## src/rtl/adrf_spi_rx.sv

```systemverilog
// SPI slave receiver for the ADRF control link: oversamples SCLK/CS/SDI in the GCLK domain
// and deserializes R/W, address and data words with frame-length checking.
module adrf_spi_rx #(
  parameter int FRAME_W     = 24,
  parameter int ADDR_W      = 7,
  parameter int DATA_W      = 16,
  parameter int SYNC_STAGES = 2
) (
  input  logic              GCLK,
  input  logic              reset,
  input  logic              SPI_SCLK,
  input  logic              SPI_CS,
  input  logic              SPI_SDI,
  output logic              RX_RW,
  output logic [ADDR_W-1:0] RX_ADDR,
  output logic [DATA_W-1:0] RX_DATA,
  output logic              RX_VALID,
  output logic              RX_ERR,
  output logic              RX_BUSY,
  output logic [7:0]        FRAME_CNT
);

  localparam int CNT_W = $clog2(FRAME_W + 2);
  localparam logic [CNT_W-1:0] CNT_FULL = CNT_W'(FRAME_W);
  localparam logic [CNT_W-1:0] CNT_SAT  = CNT_W'(FRAME_W + 1);

  typedef enum logic [1:0] {IDLE, SHIFT, CHECK} state_t;

  logic [SYNC_STAGES-1:0] sclk_sync, cs_sync, sdi_sync;
  logic                   sclk_d, cs_d;
  logic [SYNC_STAGES:0]   primed;
  logic                   sclk_s, cs_s, sdi_s;
  logic                   sclk_rise, cs_fall, cs_rise;

  state_t               state;
  logic [FRAME_W-1:0]   shift_reg;
  logic [CNT_W-1:0]     bit_cnt;

  always_ff @(posedge GCLK or posedge reset) begin
    if (reset) begin
      sclk_sync <= '0;
      cs_sync   <= '1;
      sdi_sync  <= '0;
      sclk_d    <= 1'b0;
      cs_d      <= 1'b1;
      primed    <= '0;
    end else begin
      sclk_sync <= {sclk_sync[SYNC_STAGES-2:0], SPI_SCLK};
      cs_sync   <= {cs_sync[SYNC_STAGES-2:0], SPI_CS};
      sdi_sync  <= {sdi_sync[SYNC_STAGES-2:0], SPI_SDI};
      sclk_d    <= sclk_s;
      cs_d      <= cs_s;
      primed    <= {primed[SYNC_STAGES-1:0], 1'b1};
    end
  end

  assign sclk_s    = sclk_sync[SYNC_STAGES-1];
  assign cs_s      = cs_sync[SYNC_STAGES-1];
  assign sdi_s     = sdi_sync[SYNC_STAGES-1];
  assign sclk_rise = sclk_s & ~sclk_d;
  assign cs_rise   = cs_s & ~cs_d;
  // The CS chain resets high, so a reset released mid-frame would look like a fresh
  // falling edge; only trust cs_fall once the whole chain holds real pin samples.
  assign cs_fall   = (&primed) & ~cs_s & cs_d;

  always_ff @(posedge GCLK or posedge reset) begin
    if (reset) begin
      state     <= IDLE;
      shift_reg <= '0;
      bit_cnt   <= '0;
      RX_RW     <= 1'b0;
      RX_ADDR   <= '0;
      RX_DATA   <= '0;
      RX_VALID  <= 1'b0;
      RX_ERR    <= 1'b0;
      RX_BUSY   <= 1'b0;
      FRAME_CNT <= '0;
    end else begin
      RX_VALID <= 1'b0;
      RX_ERR   <= 1'b0;
      case (state)
        IDLE: begin
          if (cs_fall) begin
            shift_reg <= '0;
            bit_cnt   <= '0;
            RX_BUSY   <= 1'b1;
            state     <= SHIFT;
          end
        end
        SHIFT: begin
          // cs_rise takes priority: a bit clocked in the same sample is dropped
          if (cs_rise) begin
            state <= CHECK;
          end else if (sclk_rise) begin
            shift_reg <= {shift_reg[FRAME_W-2:0], sdi_s};
            if (bit_cnt != CNT_SAT) bit_cnt <= bit_cnt + 1'b1;
          end
        end
        CHECK: begin
          if (bit_cnt == CNT_FULL) begin
            RX_RW     <= shift_reg[FRAME_W-1];
            RX_ADDR   <= shift_reg[FRAME_W-2 -: ADDR_W];
            RX_DATA   <= shift_reg[DATA_W-1:0];
            RX_VALID  <= 1'b1;
            FRAME_CNT <= FRAME_CNT + 8'd1;
          end else begin
            RX_ERR <= 1'b1;
          end
          RX_BUSY <= 1'b0;
          state   <= IDLE;
        end
        default: state <= IDLE;
      endcase
    end
  end

endmodule

```

## config.mk

```make
export PLATFORM = sky130hd
export DESIGN_NAME = adrf_spi_rx
export DESIGN_NICKNAME = d
export VERILOG_FILES = /design/src/rtl/adrf_spi_rx.sv
export SDC_FILE = /design/constraint.sdc
export NUM_CORES = 1
export LEC_CHECK = 0
export CAP_MARGIN = 30
export CORE_MARGIN = 4
export CORE_UTILIZATION = 54
export CTS_CLUSTER_DIAMETER = 120
export DETAILED_ROUTE_END_ITERATION = 16
export PLACE_DENSITY_LB_ADDON = 0.1
export SKIP_CTS_REPAIR_TIMING = 1
export SLEW_MARGIN = 20
export SYNTH_ARGS = -nofsm -noshare
export SYNTH_HDL_FRONTEND = slang
export SYNTH_SLANG_ARGS = --single-unit
```

## constraint.sdc

```tcl
create_clock -name GCLK -period 3.3 [get_ports GCLK]
set_input_delay 0.66 -clock GCLK [delete_from_list [all_inputs] [get_ports GCLK]]
set_output_delay 0.66 -clock GCLK [all_outputs]
set_load 0.05 [all_outputs]
```

==> out/metrics.cfg, run 1 <==
[critical_path]
reg2reg_setup_slack_ns = 1.42
critical_path_required_ns = 2.64
crit_path_max_fanout = 5
critPathSlowestCell = clkdlybuf4s50_1
setup.worst_path.class = reg2out
start_kind = flop
crit_family = buffers and inverters
crit_buf_inv = 1
path_cells = clkdlybuf4s50_1
arrival_ns = 1.60
cp-end-kind = output pin
slowest_delay_ns = 0.83

[sta]
tightest_slew_ns = 0.5974
slew_headroom_pct = 60.11
skew_ns = 0.005435
grt_setup_unrepaired = no
timing.final.max_slew_violations = 0
fin_crit_ns = 2.261
fmax_mhz = 442.3
tns_ns = 0
finalCritPeriodShare_pct = 68.51
hold_viol = 0
setup_viol = 0

[global_route]
met3_usage_pct = 4.881
grt.met2_usage_pct = 27.88
grt_busiest_layer = met2
grt_antenna_before_repair = 0
grt_first_pass_wirelength_um = 9218
overflow = 0
use_met1_pct = 24.67
grt_max_degree = 32
grt_pass1_vias = 1928
track_usage_pct = 18.52

[floorplan]
core_um2 = 5238
chipHeight_um = 82.40
fp-row-count = 26
die_w_um = 82.40
pin_count = 40
die_area_um2 = 6790
start_util_pct = 57.07

[outcome]
outcome = completed

[job]
cap_viol_max_count = 0

[place]
dpl_cell_area_um2 = 3460
io_buffers = 39
dp_hpwl_um = 3431
finalWeightedCongestion = 0.7862

[power]
powerDensity_nw_per_um2 = 482.2
p_int_mw = 1.362
ir_drop_uv = 333.2
comb_power_share_pct = 4.7
p_seq_share_pct = 55.6
sw_frac_of_total_pct = 22.84
p_sw_mw = 0.4031
p_leak_nw = 1.679
finalPower_mw = 1.765
p_clk_share_pct = 39.7

[cells_and_area]
drive_gt1_share_pct = 17.87
largest_reg_flops = 24
syn_to_final_growth_pct = 22.44
postLayoutCoreUtil_pct = 69.88
fin_nets = 295
antennaDiodeCount = 0
fin_area_um2 = 3660

[logic_synthesis]
synth.cell_area_um2 = 2989
synth_area_leaders = dfrtp_1, mux2_2, nand2_1
synthDistinctLibCells = 31
syn_nets = 250
synthArstFlopShare_pct = 100.0
syn_inst = 241
ys.warnings.count = 0
synth_flop_cell = dfrtp_1
synth_edf_count = 0
yosysTopAreaCellShare_pct = 61.95
ys_seq_area_share_pct = 64.59
synth_area_per_cell_um2 = 12.40
synth_seq_cells = 77
post-synth-top-area-cell = dfrtp_1

[route]
via_count = 1898
wl_um = 5125
drt_iter0_drc = 99
first_pass_iters = 4
ant_nets = 0
drc = 0
viasPerCell = 5.258
detail_route.wl_per_cell_um = 14.20

[cts]
cts_buffer_depth = 2
clkTransAtPathRegs_ns = 0.07
cts_root_buf = clkbuf_8
cts_max_level = 3
tritoncts = built
cts.sinks = 77
cts_buffers = 9
clk_latency_ns = 0.34

[worst_hold_path]
hold_class = reg2reg

==> cell usage after synthesis, types with 2 or more instances <==
| cell type | instances |
|---|---|
| o21ai_0 | 24 |
| inv_1 | 4 |
| nor2b_1 | 2 |
| dfrtp_1 | 74 |
| nor2_1 | 5 |
| mux2_2 | 21 |
| xnor2_1 | 6 |
| and4b_1 | 2 |
| ha_1 | 4 |
| nand4_1 | 2 |
| buf_2 | 5 |
| nand2b_1 | 3 |
| xor2_1 | 4 |
| clkbuf_1 | 4 |
| dfstp_2 | 3 |
| mux2_1 | 4 |
| nand3_1 | 6 |
| nand4b_1 | 3 |
| nand2_1 | 51 |
| mux2_4 | 3 |
==> placed cells by master, fill, tap and decap left out, drive strengths merged <==
cell	Yosys	final
o21ai	25	25
nand3	6	6
nand3b	1	1
nor2b	2	2
mux2i	1	1
and4b	2	2
ha	4	4
clkinv	0	5
a21oi	1	1
a21boi	1	1
inv	4	4
mux2	28	28
clkdlybuf4s50	0	39
nor2	5	5
nand2	51	51
conb	1	1
and4bb	1	1
buf	6	5
and3	1	1
xor2	4	4
clkbuf	4	10
nand2b	3	3
dfstp	3	3
nand4b	3	3
a21o	1	1
nand4	2	2
xnor2	6	6
dfrtp	74	74
bufinv	0	1
nor3	1	1
==> layer usage <==
| layer | vias to the layer above | share of wire (%) |
|---|---|---|
| li1 | 905 | - |
| met1 | 939 | 46 |
| met2 | 43 | 47 |
| met3 | 11 | 4.6 |
| met4 | 0 | 2.4 |
| met5 | - | 0 |
==> power groups by stage <==
stage               Clock [mW]  Combinational [mW]  Sequential [mW]
finish                   0.700              0.0831            0.981
global route             0.766              0.0959            0.984
CTS                      0.720              0.0857            0.981
detailed placement           0              0.0855            0.999
global placement             0              0.0843            0.998
floorplan                    0              0.0440             1.01
==> kinds of logic after synthesis <==
kind of cell             share of synthesized area (%)
AO/OA/AOI/OAI                                    5.107
XOR/XNOR                                         2.930
adder cells (fa/ha/maj)                          1.674
buffers and inverters                            2.218
flip-flops                                       64.59
multiplexers                                     11.26
other                                           0.1255
AND/OR/NAND/NOR                                  12.10
==> cell type report <==
| class | count | area (µm²) |
|---|---|---|
| flip-flops and latches | 77 | 1931 |
| fillers | 400 | 1578 |
| multi-input cells | 150 | 994.7 |
| repair buffers | 44 | 431.7 |
| clock buffers | 10 | 137.6 |
| well taps | 70 | 87.58 |
| clock inverters | 6 | 62.56 |
| inverters | 4 | 15.01 |
==> metrics by stage <==
step / hold WS, ns / std cells / setup slack, ns
6_report: 0.3566 / 361 / 1.039
5_1_grt: 0.3661 / 361 / 0.9395
4_1_cts: 0.3600 / 361 / 1.021
3_5_place_dp: 0.3420 / 345 / 1.350
3_3_place_gp: 0.3323 / 344 / 1.359
2_1_floorplan: 0.3312 / 241 / 0.6783
==> worst paths after layout <==
| check | start | endpoint | cells past startpoint |
|---|---|---|---|
| worst max register to register | cs_d$_DFF_PP1_ | bit_cnt[3]$_DFFE_PP0P_ | 4 |
| worst min-delay path | sdi_sync[0]$_DFF_PP0_ | sdi_sync[1]$_DFF_PP0_ | 0 |
| min in group asynchronous | reset | RX_DATA[3]$_DFFE_PP0P_ | 2 |
| worst max-delay path | FRAME_CNT[2]$_DFFE_PP0P_ | FRAME_CNT[2] | 1 |
| worst min register to register | sdi_sync[0]$_DFF_PP0_ | sdi_sync[1]$_DFF_PP0_ | 0 |
| max in group asynchronous | reset | shift_reg[15]$_DFFE_PP0P_ | 3 |
Note: power is estimated with default switching activity, not from simulation.
==> run 2, diff against run 1 <==
Settings changed: CORE_UTILIZATION 54 to 49.
Clock period 3.3 ns to 1.9 ns, I/O delays scaled along.
==> out/metrics.cfg, run 2 (synthesis results as in run 1) <==
[floorplan]
core_um2 = 5921
die_area_um2 = 7414
chipHeight_um = 86.11
pin_count = 40
fp-row-count = 28
die_w_um = 86.11
start_util_pct = 50.49

[route]
drt_iter0_drc = 98
first_pass_iters = 4
ant_nets = 0
detail_route.wl_per_cell_um = 13.99
drc = 0
via_count = 1852
viasPerCell = 5.060
wl_um = 5122

[cts]
tritoncts = built
cts_max_level = 3
cts_buffer_depth = 2
cts.sinks = 77
cts_buffers = 9
clkTransAtPathRegs_ns = 0.08
cts_root_buf = clkbuf_8
clk_latency_ns = 0.33

[global_route]
grt_pass1_vias = 1998
overflow = 0
grt.met2_usage_pct = 24.25
grt_antenna_before_repair = 0
grt_busiest_layer = met2
grt_first_pass_wirelength_um = 9177
met3_usage_pct = 4.515
use_met1_pct = 21.13
track_usage_pct = 15.55
grt_max_degree = 78

[cells_and_area]
largest_reg_flops = 24
syn_to_final_growth_pct = 24.07
final_common_cell = dfrtp_1
antennaDiodeCount = 0
nFillCells = 471
final_cells = 366
mostFrequentLayoutCells = dfrtp_1, nand2_1, o21ai_0
drive_gt1_share_pct = 23.02
fin_nets = 295
postLayoutCoreUtil_pct = 62.64

[critical_path]
critical_path_required_ns = 1.52
cp-endpoint = RX_ERR
crit_buf_inv = 1
path_cells = clkdlybuf4s50_1
crit_family = buffers and inverters
rr_startpoint = bit_cnt[0]$_DFFE_PP0P_
cp_num_cells = 1
cp-end-kind = output pin
setup.worst_path.start = RX_ERR$_DFF_PP0_
worstRegToRegCells = 6
critPathSlowestCell = clkdlybuf4s50_1
crit_path_max_fanout = 1
slowest_delay_ns = 0.79
arrival_ns = 1.45
setup.worst_path.class = reg2out
rr_endpoint = RX_RW$_DFFE_PP0P_
start_kind = flop
reg2reg_setup_slack_ns = 0.22

[sta]
hold_viol = 0
finalCritPeriodShare_pct = 96.51
timing.final.max_slew_violations = 0
skew_ns = 0.008024
grt_setup_unrepaired = no
slew_headroom_pct = 65.55
fmax_mhz = 545.4
fin_crit_ns = 1.834
setup_viol = 0
tightest_slew_ns = 0.5158
worst_hold_slack_ns = 0.3552

[place]
finalWeightedCongestion = 0.8051
placed_cells = 350
dp_hpwl_um = 3193
io_buffers = 39

[job]
cap_viol_max_count = 0

[power]
ir_drop_uv = 457.7
p_leak_nw = 2.044
finalPower_mw = 3.104
powerDensity_nw_per_um2 = 837.1

[worst_hold_path]
hold_class = reg2reg

[outcome]
outcome = completed

run 2: how the worst min path moves through the flow:
stage | from | to | cells after the start
final | sclk_sync[0]$_DFF_PP0_ | sclk_sync[1]$_DFF_PP0_ | 0
after global routing | sclk_sync[0]$_DFF_PP0_ | sclk_sync[1]$_DFF_PP0_ | 0
after CTS | sclk_sync[0]$_DFF_PP0_ | sclk_sync[1]$_DFF_PP0_ | 0
after detailed placement | sclk_sync[0]$_DFF_PP0_ | sclk_sync[1]$_DFF_PP0_ | 0
after global placement | sdi_sync[0]$_DFF_PP0_ | sdi_sync[1]$_DFF_PP0_ | 0
after floorplan | sclk_sync[0]$_DFF_PP0_ | sclk_sync[1]$_DFF_PP0_ | 0
run 2: layer usage:
| metal | part of all wire (%) | routed length, µm |
|---|---|---|
| met1 | 48 | 2473 |
| met2 | 46 | 2358 |
| met3 | 5.0 | 254 |
| met4 | 0.70 | 36 |
| met5 | 0 | 0 |
run 2: through the flow:
step / worst slack [ns] / area [µm²] / setup TNS, ns
final: 0.06633 / 3709 / 0
after global routing: 0.008779 / 3709 / 0
after CTS: -0.001441 / 3664 / -0.001441
after detailed placement: 0.2119 / 3453 / 0
after global placement: 0.2736 / 3453 / 0
after floorplan: 0.3084 / 2993 / 0
run 2: layout make-up:
cell class	instances	area, µm²	share of cell area, %
clock buffers	11	151.4	4.082
clock inverters	5	58.81	1.586
flip-flops and latches	77	1931	52.06
multi-input cells	150	994.7	26.82
inverters	4	18.77	0.5061
well taps	75	93.84	2.530
repair buffers	44	460.4	12.42
run 2: report_power, final:
| group | internal (mW) | switching, mW | total [mW] |
|---|---|---|---|
| combinational | 0.0476 | 0.0974 | 0.145 |
| sequential | 1.68 | 0.0261 | 1.70 |
| clock | 0.678 | 0.578 | 1.26 |
